$ cat src/rtl/pc_sequencer_if.sv
// rtl/pc_sequencer_if.sv - redirect request / fetch address bundle for the PC sequencer
interface pc_sequencer_if #(
  parameter int PC_WIDTH = 32
);
  logic                stall;
  logic                branch_taken;
  logic [PC_WIDTH-1:0] branch_target;
  logic                jump_valid;
  logic [PC_WIDTH-1:0] jump_target;
  logic                trap_valid;
  logic [PC_WIDTH-1:0] trap_target;
  logic [PC_WIDTH-1:0] pc;
  logic [PC_WIDTH-1:0] pc_plus_4;
  logic                redirect_pending;
  logic                misalign_err;
  logic [PC_WIDTH-1:0] misalign_addr;

  // Requesting side: pipeline control, branch/jump resolution, trap unit.
  modport master (
    output stall, branch_taken, branch_target, jump_valid, jump_target,
           trap_valid, trap_target,
    input  pc, pc_plus_4, redirect_pending, misalign_err, misalign_addr
  );

  // Sequencer side.
  modport slave (
    input  stall, branch_taken, branch_target, jump_valid, jump_target,
           trap_valid, trap_target,
    output pc, pc_plus_4, redirect_pending, misalign_err, misalign_addr
  );
endinterface

$ cat src/rtl/pc_sequencer.sv
// rtl/pc_sequencer.sv - program counter with prioritised redirects, stall latch and alignment check
module pc_sequencer #(
  parameter int                     PC_WIDTH     = 32,
  parameter logic [PC_WIDTH-1:0]    RESET_VECTOR = '0,
  parameter int                     ALIGN_BITS   = 2
) (
  input  logic          clk_i,
  input  logic          rst_i,
  pc_sequencer_if.slave bus
);

  // Priority classes; numeric order is the arbitration order.
  typedef enum logic [1:0] {
    CLS_NONE   = 2'd0,
    CLS_BRANCH = 2'd1,
    CLS_JUMP   = 2'd2,
    CLS_TRAP   = 2'd3
  } cls_e;

  localparam logic [PC_WIDTH-1:0] ALIGN_MASK = (PC_WIDTH'(1) << ALIGN_BITS) - PC_WIDTH'(1);

  logic [PC_WIDTH-1:0] pc_q, pc_d;
  cls_e                pend_cls_q, pend_cls_d;
  logic [PC_WIDTH-1:0] pend_tgt_q, pend_tgt_d;
  logic                merr_q, merr_d;
  logic [PC_WIDTH-1:0] maddr_q, maddr_d;

  logic                jump_mis, branch_mis;
  cls_e                new_cls, eff_cls;
  logic [PC_WIDTH-1:0] new_tgt, eff_tgt;
  logic                take_pend;

  // Arbitrate new requests, merge with the pending latch and form next state.
  always_comb begin
    jump_mis   = bus.jump_valid   && ((bus.jump_target   & ALIGN_MASK) != '0);
    branch_mis = bus.branch_taken && ((bus.branch_target & ALIGN_MASK) != '0);

    // Misaligned branch/jump requests are dropped so a lower-priority one can win.
    new_cls = CLS_NONE;
    new_tgt = '0;
    if (bus.trap_valid) begin
      new_cls = CLS_TRAP;
      new_tgt = bus.trap_target & ~ALIGN_MASK;
    end else if (bus.jump_valid && !jump_mis) begin
      new_cls = CLS_JUMP;
      new_tgt = bus.jump_target;
    end else if (bus.branch_taken && !branch_mis) begin
      new_cls = CLS_BRANCH;
      new_tgt = bus.branch_target;
    end

    // Report the highest-priority branch/jump request if it was misaligned.
    merr_d  = 1'b0;
    maddr_d = maddr_q;
    if (jump_mis) begin
      merr_d  = 1'b1;
      maddr_d = bus.jump_target;
    end else if (branch_mis && !bus.jump_valid) begin
      merr_d  = 1'b1;
      maddr_d = bus.branch_target;
    end

    take_pend = (pend_cls_q != CLS_NONE) && ((new_cls == CLS_NONE) || (pend_cls_q >= new_cls));
    eff_cls   = take_pend ? pend_cls_q : new_cls;
    eff_tgt   = take_pend ? pend_tgt_q : new_tgt;

    pc_d       = pc_q;
    pend_cls_d = pend_cls_q;
    pend_tgt_d = pend_tgt_q;
    if (!bus.stall) begin
      pc_d       = (eff_cls != CLS_NONE) ? eff_tgt : (pc_q + PC_WIDTH'(4));
      pend_cls_d = CLS_NONE;
    end else if ((new_cls != CLS_NONE) &&
                 ((pend_cls_q == CLS_NONE) || (new_cls >= pend_cls_q))) begin
      pend_cls_d = new_cls;
      pend_tgt_d = new_tgt;
    end
  end

  // State registers; reset discards any latched redirect.
  always_ff @(posedge clk_i) begin
    if (rst_i) begin
      pc_q       <= RESET_VECTOR;
      pend_cls_q <= CLS_NONE;
      pend_tgt_q <= '0;
      merr_q     <= 1'b0;
      maddr_q    <= '0;
    end else begin
      pc_q       <= pc_d;
      pend_cls_q <= pend_cls_d;
      pend_tgt_q <= pend_tgt_d;
      merr_q     <= merr_d;
      maddr_q    <= maddr_d;
    end
  end

  assign bus.pc               = pc_q;
  assign bus.pc_plus_4        = pc_q + PC_WIDTH'(4);
  assign bus.redirect_pending = (pend_cls_q != CLS_NONE);
  assign bus.misalign_err     = merr_q;
  assign bus.misalign_addr    = maddr_q;

endmodule

$ cat src/flat_wrapper.sv
// flat-port wrapper written by rule: the top's interface ports become plain ports
module pc_sequencer_flat 
#(
  parameter int                     PC_WIDTH     = 32,
  parameter logic [PC_WIDTH-1:0]    RESET_VECTOR = '0,
  parameter int                     ALIGN_BITS   = 2
)
  (clk_i, rst_i, bus_stall, bus_branch_taken, bus_branch_target, bus_jump_valid, bus_jump_target, bus_trap_valid, bus_trap_target, bus_pc, bus_pc_plus_4, bus_redirect_pending, bus_misalign_err, bus_misalign_addr);
  pc_sequencer_if #(.PC_WIDTH(PC_WIDTH)) bus_i ();
  input  logic clk_i;
  input  logic rst_i;
  input wire logic [$bits(bus_i.stall)-1:0] bus_stall;
  input wire logic [$bits(bus_i.branch_taken)-1:0] bus_branch_taken;
  input wire logic [$bits(bus_i.branch_target)-1:0] bus_branch_target;
  input wire logic [$bits(bus_i.jump_valid)-1:0] bus_jump_valid;
  input wire logic [$bits(bus_i.jump_target)-1:0] bus_jump_target;
  input wire logic [$bits(bus_i.trap_valid)-1:0] bus_trap_valid;
  input wire logic [$bits(bus_i.trap_target)-1:0] bus_trap_target;
  output wire logic [$bits(bus_i.pc)-1:0] bus_pc;
  output wire logic [$bits(bus_i.pc_plus_4)-1:0] bus_pc_plus_4;
  output wire logic [$bits(bus_i.redirect_pending)-1:0] bus_redirect_pending;
  output wire logic [$bits(bus_i.misalign_err)-1:0] bus_misalign_err;
  output wire logic [$bits(bus_i.misalign_addr)-1:0] bus_misalign_addr;
  assign bus_i.stall = bus_stall;
  assign bus_i.branch_taken = bus_branch_taken;
  assign bus_i.branch_target = bus_branch_target;
  assign bus_i.jump_valid = bus_jump_valid;
  assign bus_i.jump_target = bus_jump_target;
  assign bus_i.trap_valid = bus_trap_valid;
  assign bus_i.trap_target = bus_trap_target;
  assign bus_pc = bus_i.pc;
  assign bus_pc_plus_4 = bus_i.pc_plus_4;
  assign bus_redirect_pending = bus_i.redirect_pending;
  assign bus_misalign_err = bus_i.misalign_err;
  assign bus_misalign_addr = bus_i.misalign_addr;
  pc_sequencer #(.PC_WIDTH(PC_WIDTH), .RESET_VECTOR(RESET_VECTOR), .ALIGN_BITS(ALIGN_BITS)) u_core (.clk_i(clk_i), .rst_i(rst_i), .bus(bus_i));
endmodule
$ cat config.mk
export PLATFORM = sky130hd
export DESIGN_NAME = pc_sequencer_flat
export DESIGN_NICKNAME = d
export VERILOG_FILES = /design/src/rtl/pc_sequencer_if.sv /design/src/rtl/pc_sequencer.sv /design/src/flat_wrapper.sv
export SDC_FILE = /design/constraint.sdc
export NUM_CORES = 1
export LEC_CHECK = 0
export CAP_MARGIN = 20
export CELL_PAD_IN_SITES_DETAIL_PLACEMENT = 1
export CELL_PAD_IN_SITES_GLOBAL_PLACEMENT = 2
export CORE_ASPECT_RATIO = 0.8
export CORE_UTILIZATION = 23
export DETAILED_ROUTE_END_ITERATION = 10
export HOLD_SLACK_MARGIN = 0.02
export PLACE_DENSITY = 0.85
export SYNTH_ARGS = -nofsm -noshare
export SYNTH_HDL_FRONTEND = slang
export SYNTH_SLANG_ARGS = --single-unit
$ cat constraint.sdc
create_clock -name clk_i -period 3.31 [get_ports clk_i]
set_clock_uncertainty 0.05 [all_clocks]
set_input_delay 0.662 -clock clk_i [delete_from_list [all_inputs] [get_ports clk_i]]
set_output_delay 0.662 -clock clk_i [all_outputs]
set_load 0.1 [all_outputs]
* Yosys cells after proc, flatten, opt, wreduce, memory -nomap -nowiden
Cells that the tools add are included.
Widths: inputs -> output; s select.
** Word-level totals
- Register bits :: 99
- Memories :: 0
- Bits in read-only memories :: 0
- Bits in writable memories :: 0
- Bits in latches :: 0
- Bits of input ports :: 102
** Cells by class
- Add/sub/neg operators :: 1
- Order comparisons :: 2
- Reductions and logical operators :: 22
- Bitwise operators :: 1
- $mul :: 0
- Multiplexer cells :: 13
- Equality and inequality tests :: 0
- Divide/modulo/power cells :: 0
- Shifts and indexed selects :: 0
** Operators by type and width (number)
- $mux 32 :: 7
- $reduce_bool 32->1 :: 2
- $add 32x3->32 const B :: 1
- $reduce_bool 2->1 :: 4
- $logic_and 1x1->1 :: 7
- $mux 2 :: 3
- $ge 2x2->1 :: 2
- $logic_not 2->1 :: 2
- $logic_not 1->1 :: 3
- $mux 1 :: 3
- $logic_or 1x1->1 :: 2
- $reduce_and 2->1 :: 1
- $reduce_or 2->1 :: 1
- $not 1->1 :: 1

* Depth between registers and ports, before layout
Gate-level depths: netlist of run 1.
- Word-level depth :: 13
- Depth in mapped cells :: 14

* Worst setup path after synthesis of run 1
Ideal clock, no wire load.
- Path type :: register to output
- Start point :: reg u_core.pc_q[3] (netlist: u_core.bus.pc[3])
- End point :: out bus_pc_plus_4[30]
- Arrival :: 3818 ps
- Path slack :: -1220 ps
- Data required time :: 2598 ps
- Stages on the path, launching flop included :: 7
- Cells stage by stage :: dfxtp_1 -> ha_1 -> nand3_1 -> nor2_2 -> and2_2 -> nand3_1 -> xnor2_1
** Between the ends
- Longest elaborated chain between the ends :: 1
** Ends and longest elaborated chain
- from (decl) :: line pc_sequencer.sv:22 : logic [PC_WIDTH-1:0] pc_q, pc_d;
- from (signal assigned) :: line pc_sequencer.sv:89 : pc_q <= pc_d;
- $add 32x3->32 :: line pc_sequencer.sv:98 : assign bus.pc_plus_4 = pc_q + PC_WIDTH'(4);
- to (decl) :: line flat_wrapper.sv:20 : output wire logic [$bits(bus_i.pc_plus_4)-1:0] bus_pc_plus_4;
No other way between the ends.

* Worst setup path in the final report of run 1
- Start point :: reg u_core.pc_q[15] (netlist: u_core.bus.pc[15])
- End point :: out bus_pc_plus_4[23]
Same word-level chain as after synthesis.

==> results.md, run 1 <==
* Status: finished, final reports clean
* Clock sink count at 99
* Commonest cells after routing, fill and taps aside: 118 x buf_4, 96 x nand2_1, 96 x clkdlybuf4s50_1, 78 x dfxtp_1, 70 x nor2_1
* # Post-CTS Setup Buffers at 0
* TritonCTS clock tree: done
* Wire per inst at about 18 um
* Fin crit period at about 3.2 ns
* Chip Height at 145 um
* Full die area at 26200 um2
* H-tree depth at 3
* Final core utilization at between 30% and 40%
* Post-route clock period utilization at 96.0%
* # diodes at 0
* Max-slew violations at 0
* Synth Register Bits at 99
* Cell area after synthesis at 5880 um2
* Highest clock rate at 315 MHz
* Antenna viol nets, final at 0
* Mean post-synth cell area at 8.05 um2
* Type of origin of the critical path: flop
* Cts-stage hold buffer count at 0
* DIE WIDTH at roughly 180 um
* Number of synthesized flops with an enable pin at 0
* Worst Path Arrival at 2.47 ns
* Synth area leaders: dfxtp_1 34%, mux2i_1 7.1%, nand2_1 6.1%
* Detailed router's first-iteration violation count at 276
* Worst-skew pair later-pin latency at 0.36 ns
* Post-synth ARST share at 0%
* Crit end category: output port
* Sequential fraction of the synthesis area at 33.7%
* CP top delay family: simple AND/OR/NAND/NOR gates
* Via/cell ratio at 4.99
* PortBufs at 197
* Syn-to-layout area delta at 52.9%
* Row count at a little over 50
* Syn Inst Count at 731
* Post_cts resized at 0
* Clk buf depth at 2
* Post-synth top area cell: dfxtp_1
* Measured slew at the worst slew-check pin at 0.628 ns
* IO Pins at 200
* Tot Pwr at roughly 4100 uW
* GRT Util Overall at 17.5%
* CP max FO at 8
* Syn. warnings at 0
* Final WL at 22900 um
* Nets at 1028
* Core ar. at around 25000 um2
* Maximum vdd drop at 0.268 mV
* Yosys cell types at 72
* Final GP Congestion at around 0.80
* DRC at 0
* Leakage power at between 0.003 and 0.004 uW
* Hold Worst Slack at 0.405 ns
* Unrepaired setup endpoints after global routing: false
* Setup violations, final at 0
* Max-cap viol count at 0
* Worst min-delay path category: flop to flop
* WP buf/inv at 1
* First-pass GRT wire length at 36100 um
* Commonest non-fill, non-tap cell in the layout: buf_4
* CP max stage cell: nor3_4
* Max-slew headroom at between 50 and 60%
* Vias in the first global route at 6345
* Syn nets at approximately 840
* Max stage delay on crit path at between 0.4 and 0.5 ns
* Dominant synthesized flop cell: dfxtp_1
* Vias at 6215
* Initial antenna violation count at 0
* 1st-pass router iterations at 4
* Worst-path clk slew at about 0.07 ns
* Critical path, cell by cell: nand4_2 > nor3_4 > and2_4 > nand4_1 > xnor2_4 > buf_12
* Synth top area share at 33.7%
* Starting Density at 23.8%
* Post-DP HPWL at 17300 um
* Setup CP Type: flop to output port
* Power Density at 455 nW/um2
* Hold Fails Final Rpt at 0
* CP required at approximately 2.6 ns
* Cts bufs inserted at 9
* Global route overflow at 0
* Largest net degree at the start of global routing at 52
* Root Buffer: clkbuf_16
* Layout cell share with drive strength beyond 1 at 26.2%
-- stage by stage --
stage | setup slack (ns) | cell area, um2 | instances | setup TNS [ns]
floorplan | -0.304 | 6220 | 731 | -0.419
global placement | -0.181 | 8660 | 1230 | -3.07
detailed placement | -0.265 | 8660 | 1230 | -3.86
CTS | 0.0421 | 8990 | 1246 | 0
global route | 0.00290 | 9000 | 1246 | 0
finish | 0.132 | 9000 | 1246 | 0
-- cell families after synthesis --
kind of cell,after synthesis,synth area share (%)
and+or+nand+nor,281,23.9
AOI/OAI and AO/OA,199,22.8
DFF,99,33.7
buffers and inverters,74,6.70
muxes,47,8.10
xor gates and xnor gates,28,4.17
adders and majority gates,3,0.638
-- layer usage --
layer  global-route usage (%)  part of all wire [%]  routed length, um
met1                     21.9                    45              10400
met2                     30.3                    49              11300
met5                        0                     0                  0
met3                     3.49                   3.7                855
met4                     4.70                   1.4                332
-- where the power goes --
group	switching (uW)	leakage [uW]	internal, uW	total, uW
combinational	1050	0.00261	496	1550
clock	520	0.000156	655	1180
sequential	94.9	0.000822	1280	1370
-- path summary, 6_finish.rpt --
check	from	endpoint	slack, ns	depth (start not counted)
setup / recovery	u_core.bus.pc[15]	bus_pc_plus_4[23]	0.13	6
setup reg to reg	u_core.bus.pc[15]	u_core.bus.pc[29]	1.03	6
hold reg to reg	u_core.pend_tgt_q[10]	u_core.pend_tgt_q[10]	0.40	2
hold / removal	u_core.pend_tgt_q[10]	u_core.pend_tgt_q[10]	0.40	2
-- synth_stat cells, types with 9 or more instances --
cell type and count:
dfxtp_1 99, nand2_1 96, nor2_1 71, a21oi_1 69, mux2i_1 42, a211oi_1 35
clkbuf_1 32, nand3_1 24, xnor2_1 20, o21ai_0 14, a22oi_1 13, and3_1 13
inv_1 13, buf_2 11, and2_1 10, nand4_1 9, nor3_1 9
-- worst register-to-register path: stages (launching register included) --
cell	delay (ns)
dfxtp_2	0.44
nand4_2	0.21
nor3_4	0.47
and2_4	0.26
nand2_1	0.17
o311a_1	0.40
o32ai_2	0.20
-- state kept, by name, summed over array words and instances (netlist names) --
signal                    flops
u_core.bus.misalign_err       1
u_core.bus.misalign_addr     32
u_core.pend_cls_q             2
u_core.pend_tgt_q            32
u_core.bus.pc                32
-- cell type report --
class	count	area, um2
Fill cell	2889	15700
Multi-Input combinational cell	558	3840
Timing Repair Buffer	242	2380
Sequential cell	99	2010
Tap cell	318	398
Clock buffer	12	267
Clock inverter	4	55.1
Inverter	13	48.8
Power figures use the tool's default switching activity.
==> run 2, diff against run 1 <==
- ABC_AREA: not set -> 1
- CORE_UTILIZATION: 23 -> 21
- SETUP_SLACK_MARGIN: not set -> 0.1
==> results.md, run 2 <==
* Status: finished, final reports clean
* Largest net degree at the start of global routing at 63 (+21%)
* Max-slew headroom at 56.1% (-1.8 points)
* Wire per inst at 16.4 um (-11%)
* Power Density at 458 nW/um2 (+0.77%)
* Cell area after synthesis at 6350 um2 (+8.0%)
* Mean post-synth cell area at 6.01 um2 (-25%)
* Max-cap viol count at 0 (unchanged)
* Worst Path Arrival at 2.28 ns (-0.19 ns)
* Synth top area share at 31.2% (-2.5 points)
* Dominant synthesized flop cell: dfxtp_1
* Max-slew violations at 0 (unchanged)
* CP max FO at 6 (-2)
* Global route overflow at 0 (unchanged)
* Core ar. at 29500 um2 (+19%)
* Post-synth top area cell: dfxtp_1
* Vias at 7372 (+19%)
* Clk buf depth at 2 (unchanged)
* Layout cell share with drive strength beyond 1 at 16.5% (-9.7 points)
* Setup CP Type: flop to output port
* DRC at 0 (unchanged)
* Leakage power at 0.00395 uW (+10%)
* Highest clock rate at 334 MHz (+6.1%)
* Worst min-delay path category: flop to flop
* Finished Layout Cells at 1649 (+32%)
* Post-synth top cells: 323 x nand2_1, 133 x nor2_1, 109 x inv_1, 99 x dfxtp_1, 86 x a21oi_1
* Post-synth ARST share at 0% (unchanged)
* PortBufs at 197 (unchanged)
* Final WL at 27000 um (+18%)
* Post-route clock period utilization at 90.4% (-5.6 points)
* Final GP Congestion at 0.851 (+6.7%)
* Setup violations, final at 0 (unchanged)
* Number of synthesized flops with an enable pin at 0 (unchanged)
* Synth Register Bits at 99 (unchanged)
* Crit end category: output port
* Syn nets at 1163 (+39%)
* Fin crit period at 2.99 ns (-0.184 ns)
* Maximum vdd drop at 0.245 mV (-8.7%)
* Synth area leaders: dfxtp_1 31%, nand2_1 19%, nor2_1 7.9%
* Worst-skew pair later-pin latency at 0.37 ns (about the same)
* Via/cell ratio at 4.47 (-10%)
* Cts-stage hold buffer count at 0 (unchanged)
* Syn Inst Count at 1058 (+45%)
* Sequential fraction of the synthesis area at 31.2% (-2.5 points)
* First-pass GRT wire length at 41800 um (+16%)
* Vias in the first global route at 7557 (+19%)
* Nets at 1342 (+31%)
* Initial antenna violation count at 1 (+1)
* GRT Util Overall at 17.7% (+0.17 points)
* Unrepaired setup endpoints after global routing: false
* Most frequent cell after synthesis: nand2_1
* H-tree depth at 3 (unchanged)
* Final instance area at 9040 um2 (+0.49%)
* Commonest non-fill, non-tap cell in the layout: nand2_1
* Row count at 56 (+9.8%)
* Detailed router's first-iteration violation count at 272 (-1.4%)
* Root Buffer: clkbuf_16
* TritonCTS clock tree: done
* Full die area at 31000 um2 (+18%)
* Syn. warnings at 0 (unchanged)
* Antenna viol nets, final at 0 (unchanged)
* Measured slew at the worst slew-check pin at 0.658 ns (+0.0301 ns)
* Fillers at 3741 (+29%)
* Placed Area at 8720 um2 (+0.68%)
* DIE WIDTH at 196 um (+8.7%)
* CP required at 2.60 ns (about the same)
* Syn-to-layout area delta at 42.3%
* IO Pins at 200 (unchanged)
* Hold Fails Final Rpt at 0 (unchanged)
* Cts bufs inserted at 9 (unchanged)
* Starting Density at 21.5% (-2.3 points)
* Clock sink count at 99 (unchanged)
* Commonest cells after routing, fill and taps aside: 321 x nand2_1, 129 x nor2_1, 115 x buf_4, 107 x inv_1, 98 x clkdlybuf4s50_1
* Post-DP HPWL at 21000 um (+21%)
* Yosys cell types at 33 (-54%)
* Worst-path clk slew at 0.08 ns (about the same)
* Dpl cells at 1632 (+33%)
* 1st-pass router iterations at 5 (+1)
* Type of origin of the critical path: flop
* Chip Height at 158 um (+8.6%)
run 2: cell families after synthesis:
kind of cell | Yosys count | share of synthesized area, %
simple gates | 574 | 38.6
compound gates | 202 | 17.2
fa+ha+maj | 3 | 0.591
flops | 99 | 31.2
xor+xnor | 11 | 1.52
buf+inv | 169 | 10.9
run 2: final cells by class:
type | count | area, um2 | share of cell area, %
clock inverter | 6 | 72.6 | 0.803
timing repair buffer | 222 | 2010 | 22.2
tap | 406 | 508 | 5.62
clock buffer | 10 | 229 | 2.53
antenna | 1 | 2.50 | 0.0277
multi-input combinational | 790 | 3790 | 41.9
sequential | 99 | 1990 | 22.0
inverter | 115 | 439 | 4.86
run 2: what timing repair did:
action                     CTS  global route
pin swaps                    0             0
gates resized for setup      1             4
setup buffers                0             0
setup endpoints to repair    2             4
run 2: report_power, final:
group          leakage (uW)  internal [uW]  switching [uW]
Sequential         0.000819           1290            97.9
Combinational       0.00299            438            1180
Clock              0.000144            597             544
Total               0.00395           2320            1820
run 2: metal layers:
metal | share of wire, % | vias up | wire length (um) | GRT usage [%]
li1 | - | 3701 | - | -
met1 | 48 | 3502 | 13000 | 23.3
met2 | 46 | 148 | 12400 | 29.3
met3 | 4.9 | 21 | 1320 | 3.69
met4 | 1.3 | 0 | 350 | 4.58
met5 | 0 | - | 0 | 0
run 2: final timing paths:
check	start	to	slack [ns]	cells after the start
max reg2reg	u_core.pend_cls_q[1]	u_core.pend_tgt_q[20]	1.16	8
min reg2reg	u_core.pend_tgt_q[0]	u_core.pend_tgt_q[0]	0.42	2
min	u_core.pend_tgt_q[0]	u_core.pend_tgt_q[0]	0.42	2
max	u_core.bus.pc[14]	bus_pc_plus_4[27]	0.32	7
run 2: critical path: stages, from the launching register on:
cell,delay (ns)
dfxtp_1,0.46
nand2_1,0.15
nor2_1,0.31
nand3_1,0.20
nor3_1,0.25
nand3_1,0.11
nand2_1,0.13
buf_4,0.30
run 2: through the flow:
stage / util, % / TNS (ns) / power, uW / hold WS (ns) / worst slack [ns]
floorplan: - / 0 / 2540 / 0.380 / 0.109
global placement: 29.6 / 0 / 3020 / 0.393 / 0.0544
detailed placement: 29.6 / -0.0149 / 3040 / 0.407 / -0.0104
CTS: 30.6 / 0 / 4210 / 0.419 / 0.161
global route: 30.7 / 0 / 4340 / 0.436 / 0.127
finish: 30.7 / 0 / 4140 / 0.416 / 0.316
==> run 3, diff against run 2 <==
- CORE_ASPECT_RATIO: 0.8 -> 0.6
- SLEW_MARGIN: not set -> 25
==> results.md, run 3 (synthesized netlist as in run 2, its figures left out) <==
* Status: finished, final reports clean
* DIE WIDTH at 227 um (+15%)
* Unrepaired setup endpoints after global routing: false
* Wire per inst at 17.4 um (+6.0%)
* Chip Height at 137 um (-13%)
* Max-slew headroom at 46.0% (-10 points)
* Dpl cells at 1626 (-0.37%)
* IO Pins at 200 (unchanged)
* # diodes at 0 (-1)
* Setup CP Type: flop to output port
* Cts bufs inserted at 9 (unchanged)
* Worst Path Arrival at 2.33 ns (+0.05 ns)
* Measured slew at the worst slew-check pin at 0.808 ns (+0.150 ns)
* Core ar. at 29200 um2 (-0.85%)
* Root Buffer: clkbuf_16
* TritonCTS clock tree: done
* Worst-path clk slew at 0.08 ns (about the same)
* Tot Pwr at 4090 uW (-1.3%)
* Setup violations, final at 0 (unchanged)
* Antenna viol nets, final at 0 (unchanged)
* GRT Util Overall at 18.8% (+1.1 points)
* Worst-skew pair later-pin latency at 0.37 ns (about the same)
* Finished Layout Cells at 1643 (-0.36%)
* Row count at 48 (-14%)
* Final WL at 28500 um (+5.6%)
* Max-cap viol count at 0 (unchanged)
* Post-DP HPWL at 22000 um (+4.9%)
* Type of origin of the critical path: flop
* Nets at 1343 (+0.075%)
* Commonest non-fill, non-tap cell in the layout: nand2_1
* CP max FO at 7 (+1)
* PortBufs at 197 (unchanged)
* Power Density at 454 nW/um2 (-0.88%)
* Clk buf depth at 2 (unchanged)
* Clock sink count at 99 (unchanged)
* Fillers at 3756 (+0.40%)
* Syn-to-layout area delta at 41.7%
* Detailed router's first-iteration violation count at 414 (+52%)
* Max-slew violations at 0 (unchanged)
* Global route overflow at 0 (unchanged)
* H-tree depth at 3 (unchanged)
* Cts-stage hold buffer count at 0 (unchanged)
* Worst min-delay path category: flop to flop
* Final core utilization at 30.8% (+0.13 points)
* Full die area at 31000 um2 (about the same)
* Reg area at 1990 um2 (about the same)
* Hold Fails Final Rpt at 0 (unchanged)
* Leakage power at 0.00393 uW (-0.50%)
* Footprint of the multi-input gates at 3800 um2 (+0.30%)
* Fin crit period at 3.05 ns (+0.0519 ns)
* Crit end category: output port
* 1st-pass router iterations at 7 (+2)
* CP required at 2.60 ns (about the same)
* Starting Density at 21.7% (+0.18 points)
* Largest net degree at the start of global routing at 56 (-11%)
* Placed Area at 8700 um2 (-0.23%)
* Via/cell ratio at 4.53 (+1.4%)
* Highest clock rate at 328 MHz (-1.7%)
* DRC at 0 (unchanged)
* Vias at 7446 (+1.0%)
* Maximum vdd drop at 0.241 mV (-1.4%)
* Initial antenna violation count at 0 (-1)
* Vias in the first global route at 7605 (+0.64%)
* Post-route clock period utilization at 92.0% (+1.6 points)
* Final GP Congestion at 0.865 (+1.6%)
* Hold Worst Slack at 0.416 ns (+0.0000410 ns)
* Layout cell share with drive strength beyond 1 at 16.7% (+0.15 points)
* First-pass GRT wire length at 43600 um (+4.2%)
* Final instance area at 9000 um2 (-0.43%)
* Commonest cells after routing, fill and taps aside: 322 x nand2_1, 129 x nor2_1, 116 x buf_4, 107 x inv_1, 98 x clkdlybuf4s50_1
run 3: timing repair:
item,CTS,global route
pin swaps,0,1
cloned,0,1
resized for setup,1,5
setup buffers,0,0
endpoints found under the setup margin,1,8
run 3: area by class of cell:
class	count	area share [%]
inverter	115	4.88
tap	400	5.56
multi-input combinational	791	42.2
sequential	99	22.1
clock buffer	12	2.74
clock inverter	4	0.292
timing repair buffer	222	22.2
run 3: through the flow:
step	setup slack, ns	TNS (ns)
after global placement	0.0499	0
after detailed placement	-0.0531	-0.112
after global routing	0.102	0
after floorplan	0.109	0
after CTS	0.117	0
final	0.264	0
run 3: worst max-delay path: stages (launching register included):
cell,delay [ns]
dfxtp_4,0.41
ha_2,0.29
nand3_1,0.19
nor2_1,0.38
nand2_1,0.25
xnor2_4,0.24
buf_12,0.20
run 3: path summary, 6_finish.rpt:
kind | slack (ns) | startpoint | endpoint | cells after the start
max | 0.26 | u_core.bus.pc[2] | bus_pc_plus_4[24] | 6
min reg2reg | 0.42 | u_core.bus.misalign_addr[21] | u_core.bus.misalign_addr[21] | 2
min | 0.42 | u_core.bus.misalign_addr[21] | u_core.bus.misalign_addr[21] | 2
max reg2reg | 1.17 | u_core.pend_cls_q[1] | u_core.bus.pc[20] | 11
run 3: routing by layer:
metal | GRT usage [%] | wire length (um)
met4 | 4.32 | 277
met1 | 26.4 | 14600
met2 | 28.7 | 12100
met5 | 0 | 0
met3 | 4.57 | 1540
run 3: power breakdown:
group / internal (uW) / total [uW] / switching (uW)
Combinational: 435 / 1630 / 1200
Clock: 534 / 1070 / 540
Sequential: 1290 / 1390 / 95.8
Total: 2260 / 4090 / 1830
==> RTL edit 1: new RTL, config.mk and constraints of run 1 <==
`PC_WIDTH` is set to 32 in 3 places; all go to 64.
--- a/src/rtl/pc_sequencer_if.sv
+++ b/src/rtl/pc_sequencer_if.sv
@@ -1,5 +1,5 @@
 // rtl/pc_sequencer_if.sv - redirect request / fetch address bundle for the PC sequencer
 interface pc_sequencer_if #(
-  parameter int PC_WIDTH = 32
+  parameter int PC_WIDTH = 64
 );
   logic                stall;
--- a/src/rtl/pc_sequencer.sv
+++ b/src/rtl/pc_sequencer.sv
@@ -1,5 +1,5 @@
 // rtl/pc_sequencer.sv - program counter with prioritised redirects, stall latch and alignment check
 module pc_sequencer #(
-  parameter int                     PC_WIDTH     = 32,
+  parameter int                     PC_WIDTH     = 64,
   parameter logic [PC_WIDTH-1:0]    RESET_VECTOR = '0,
   parameter int                     ALIGN_BITS   = 2
--- a/src/flat_wrapper.sv
+++ b/src/flat_wrapper.sv
@@ -2,5 +2,5 @@
 module pc_sequencer_flat 
 #(
-  parameter int                     PC_WIDTH     = 32,
+  parameter int                     PC_WIDTH     = 64,
   parameter logic [PC_WIDTH-1:0]    RESET_VECTOR = '0,
   parameter int                     ALIGN_BITS   = 2
Interface: changed (6 resized); port bits go from 200 to 392. No check against the original RTL was run, so the function may have changed too.
==> RTL edit 1 against run 1 <==
Critical path depth increased by 2. Synthesized area increased by 100%. Cell area increased by 120%. Utilization increased by 3.7 points. Sequential cell count increased by 96. Power increased by 110%. Routed wire length increased to 2.7 times the old value. Worst setup slack got worse by 0.13 ns. Critical path type unchanged. Largest cell class unchanged. Largest power group unchanged. Highest routed layer unchanged.
==> RTL edit 1: results (changes against run 1) <==
Synth top cells by count dfxtp_1 (195), nand2_1 (184), a21oi_1 (147); RD Place Congestion 0.883 (+11%); Avg Cell Area, Syn 7.77 um2 (-3.5%); top post-synthesis cells by area dfxtp_1 (33%), mux2i_1 (8.5%), a21oi_1 (6.2%); Avg WL per Cell 23.1 um (+25%); crit path capture bus_pc_plus_4[36]; sw power 3750 uW (+130%); critical path arrival 2.60 ns (+0.13 ns); crit path max fanout 4 (-4); post-route insts no fill 2696 (+120%); outcome finished clean; CTS buffer count 17 (+8); Met3 Routed Length 3.19 mm (+270%); synth unique cells 68 (-5.6%); Fillers 5720 (+98%); total track usage 23.2% (+5.7 points); M1 WL 25.2 mm (+140%); pin count of the biggest net entering global routing 83 (+60%); Hold EP u_core.pend_tgt_q[19]; vias in the first global route 14600 (+130%); placed instance count 2586 (+110%); clk_lat worst skew 0.47 ns (+0.11 ns); PortBufs 389 (+97%); Slew @ Worst Pin 1.01 ns (+0.383 ns); share of layout cells above drive strength 1 32.5% (+6.3 points); Post-DP HPWL 45.0 mm (+160%); reg2reg end u_core.bus.pc[34]; slowest stage cell, crit path or4_4; Pre-antenna DRT Iters 5 (+1); vias per inst 5.25 (+5.3%); met2 WL post-DR 32.0 mm (+180%); worst reg2reg path depth 8 (+2); setup slack, reg-to-reg 0.55 ns (-0.48 ns); leakage 0.00806 uW (+120%); first-pass GRT wire length 91.4 mm (+150%); Final #Nets 2206 (+110%); syn_nets 1717 (+110%); Hold Startpoint u_core.pend_tgt_q[19]; Max H-tree Level 4 (+1); FF-to-FF Start u_core.bus.pc[3]
RTL edit 1: tightest hold or removal path, cell delays in order (launching register included):
cell and delay, ns:
dfxtp_1 0.32, nand2_1 0.05, a21oi_1 0.05
RTL edit 1: what timing repair did:
item                                    in CTS  in global routing
pin swaps                                   17                 19
gates resized for setup                     55                 45
setup buffers                               39                 35
endpoints found under the setup margin      33                124
cloned                                       1                  1
RTL edit 1: metal layers:
layer,up-vias,track usage [%]
met4,0,7.96
met3,89,4.27
li1,6536,-
met2,437,41.6
met5,-,0
met1,7104,27.5
RTL edit 1: power by group through the flow:
stage	Clock, uW	Combinational, uW	Sequential [uW]
floorplan	0	1350	3650
global placement	0	3400	2790
detailed placement	0	3450	2810
CTS	2270	3520	2730
global route	2340	3730	2730
finish	2200	3580	2710
RTL edit 1: cell families (layout without fill, tap and decap cells):
family | after synthesis | count (layout) | share of synthesized area (%)
and+or+nand+nor | 533 | 533 | 21.4
AOI/OAI and AO/OA | 431 | 431 | 24.8
DFF | 195 | 195 | 33.1
buffers and inverters | 181 | 683 | 6.06
muxes | 114 | 114 | 9.84
xor gates and xnor gates | 59 | 59 | 4.39
adders and majority gates | 3 | 3 | 0.319
other | 0 | 3 | 0
RTL edit 1: stage by stage:
step	setup TNS (ns)	area, um2	hold WS [ns]	setup slack, ns
finish	0	20100	0.407	0.00101
global placement	-39.74	18500	0.388	-0.480
floorplan	-0.220	12800	0.382	-0.136
detailed placement	-48.55	18500	0.400	-0.573
CTS	0	19600	0.383	0.00602
global route	-0.298	20100	0.399	-0.0873
RTL edit 1: cell type report:
type                       count  share of cell area (%)
timing repair buffer         611                    29.9
clock buffer                  17                    2.12
multi-input combinational   1140                    41.9
sequential                   195                    20.3
clock inverter                15                   0.803
tap                          675                    4.20
inverter                      40                   0.747
antenna                        3                  0.0373
==> RTL edit 2: new RTL, config.mk and constraints of run 1 <==
Without the edit above. `maddr_q` no longer has a reset.
--- a/src/rtl/pc_sequencer.sv
+++ b/src/rtl/pc_sequencer.sv
@@ -85,5 +85,4 @@
       pend_tgt_q <= '0;
       merr_q     <= 1'b0;
-      maddr_q    <= '0;
     end else begin
       pc_q       <= pc_d;
@@ -91,6 +90,9 @@
       pend_tgt_q <= pend_tgt_d;
       merr_q     <= merr_d;
-      maddr_q    <= maddr_d;
     end
+  end
+
+  always_ff @(posedge clk_i) begin
+    maddr_q <= maddr_d;
   end
 
Formal check against the unedited RTL: not equivalent (Yosys sat finds a counterexample within 4 cycles, from zero or initial values and one cycle with rst_i high).
==> RTL edit 2 against run 1 <==
Cell area is 0.42% higher. Die area is 2.6% lower. Synthesized area is 2.7% lower. Worst hold slack improved by 0.023 ns. Sequential power increased by 7%. Power increased by 4.4%. Utilization increased by 0.63 points. Count of clock-buffer cells in the layout rose by 1. Worst setup slack got worse by 0.045 ns. Routed wire length fell by 3.9%. Sequential cell count did not move. Critical endpoint is now bus_pc_plus_4[29]. Via count fell by 7.1%. Largest cell class unchanged. Critical path depth is the same. Global-route usage decreased by 0.080 points.
==> RTL edit 2: results (changes against run 1) <==
vias in the first global route 5925 (-6.6%); Pint 2480 uW (+2.2%); setup slack, reg-to-reg 0.86 ns (-0.17 ns); combinational power 1730 uW (+12%); post-route insts no fill 1180 (-5.3%); multi-input gate count 473 (-15%); bufs w/o clock 255 (+5.4%); first-pass GRT wire length 33.7 mm (-6.6%); Avg Cell Area, Syn 8.91 um2 (+11%); placed instance count 1157 (-5.9%); Final #Nets 962 (-6.4%); M2 GR Usage 31.2% (+0.84 points); Multi-input gate area 0.00354 mm2 (-8.0%); synth warn 0 (unchanged); critical path arrival 2.51 ns (+0.04 ns); Cell Area, Placed 0.00868 mm2 (+0.19%); reg2reg end u_core.bus.pc[31]; # clk buffers 13 (+1); number of synthesized flops with an enable pin 32 (+32); FF-to-FF Start u_core.bus.pc[11]; outcome finished clean; Layout clock area frac 3.23% (-0.35 points); Seq/Total Area, Yosys 40.2% (+6.5 points); worst reg2reg path depth 7 (+1); Met3 Routed Length 944 um (+10%); initial DRC count 250 (-9.4%); Pre-antenna DRT Iters 6 (+2); maximum vdd drop 0.000242 V (-9.5%); met2 WL post-DR 11.2 mm (-1.3%); synth unique cells 61 (-15%); M1 WL 9.56 mm (-8.4%); Fillers 2792 (-3.4%); PortBufs 197 (unchanged); Crit path largest cell delay 0.53 ns (+0.06 ns); Compound-Gate Fraction of Synth Area 20.3% (-2.5 points); Final min period 3.22 ns (+0.0453 ns); Avg WL per Cell 18.7 um (+1.4%); flip-flop and latch area 0.00234 mm2 (+16%); Die Footprint 0.0255 mm2 (-2.6%); Synth top cells by count nor2_1 (69), dfxtp_1 (67), nand2_1 (42); Slew @ Worst Pin 0.860 ns (+0.232 ns); dpl ws -0.263 ns (+0.00137 ns); invs w/o clock 19 (+6); met1 Usage GRT 21.1% (-0.82 points); Post-Synth XOR/XNOR Area 4.28% (+0.11 points); buffer share of cell area 26.6% (+0.15 points); crit path max fanout 7 (-1); syn_nets 748 (-11%); RD Place Congestion 0.749 (-6.2%); met3 Track Usage GR 3.62% (+0.13 points); vias per inst 4.89 (-2.0%); clock share of power 25.1% (-3.6 points)
==> RTL edit 2: timing repair <==
action,4_1_cts,5_1_grt
pin swaps,1,1
buffers inserted,3,3
endpoints found under the setup margin,1,7
resized for setup,0,4
==> RTL edit 2: worst min path at each step <==
| stage | start | slack, ns | depth (start not counted) | to |
|---|---|---|---|---|
| after floorplan | u_core.pend_tgt_q[9] | 0.40 | 2 | u_core.pend_tgt_q[9] |
| after global placement | u_core.pend_tgt_q[9] | 0.41 | 2 | u_core.pend_tgt_q[9] |
| after detailed placement | u_core.pend_tgt_q[1] | 0.42 | 1 | u_core.pend_tgt_q[1] |
| after CTS | u_core.pend_tgt_q[1] | 0.43 | 1 | u_core.pend_tgt_q[1] |
| after global routing | u_core.pend_tgt_q[1] | 0.44 | 1 | u_core.pend_tgt_q[1] |
| final | u_core.pend_tgt_q[1] | 0.43 | 1 | u_core.pend_tgt_q[1] |
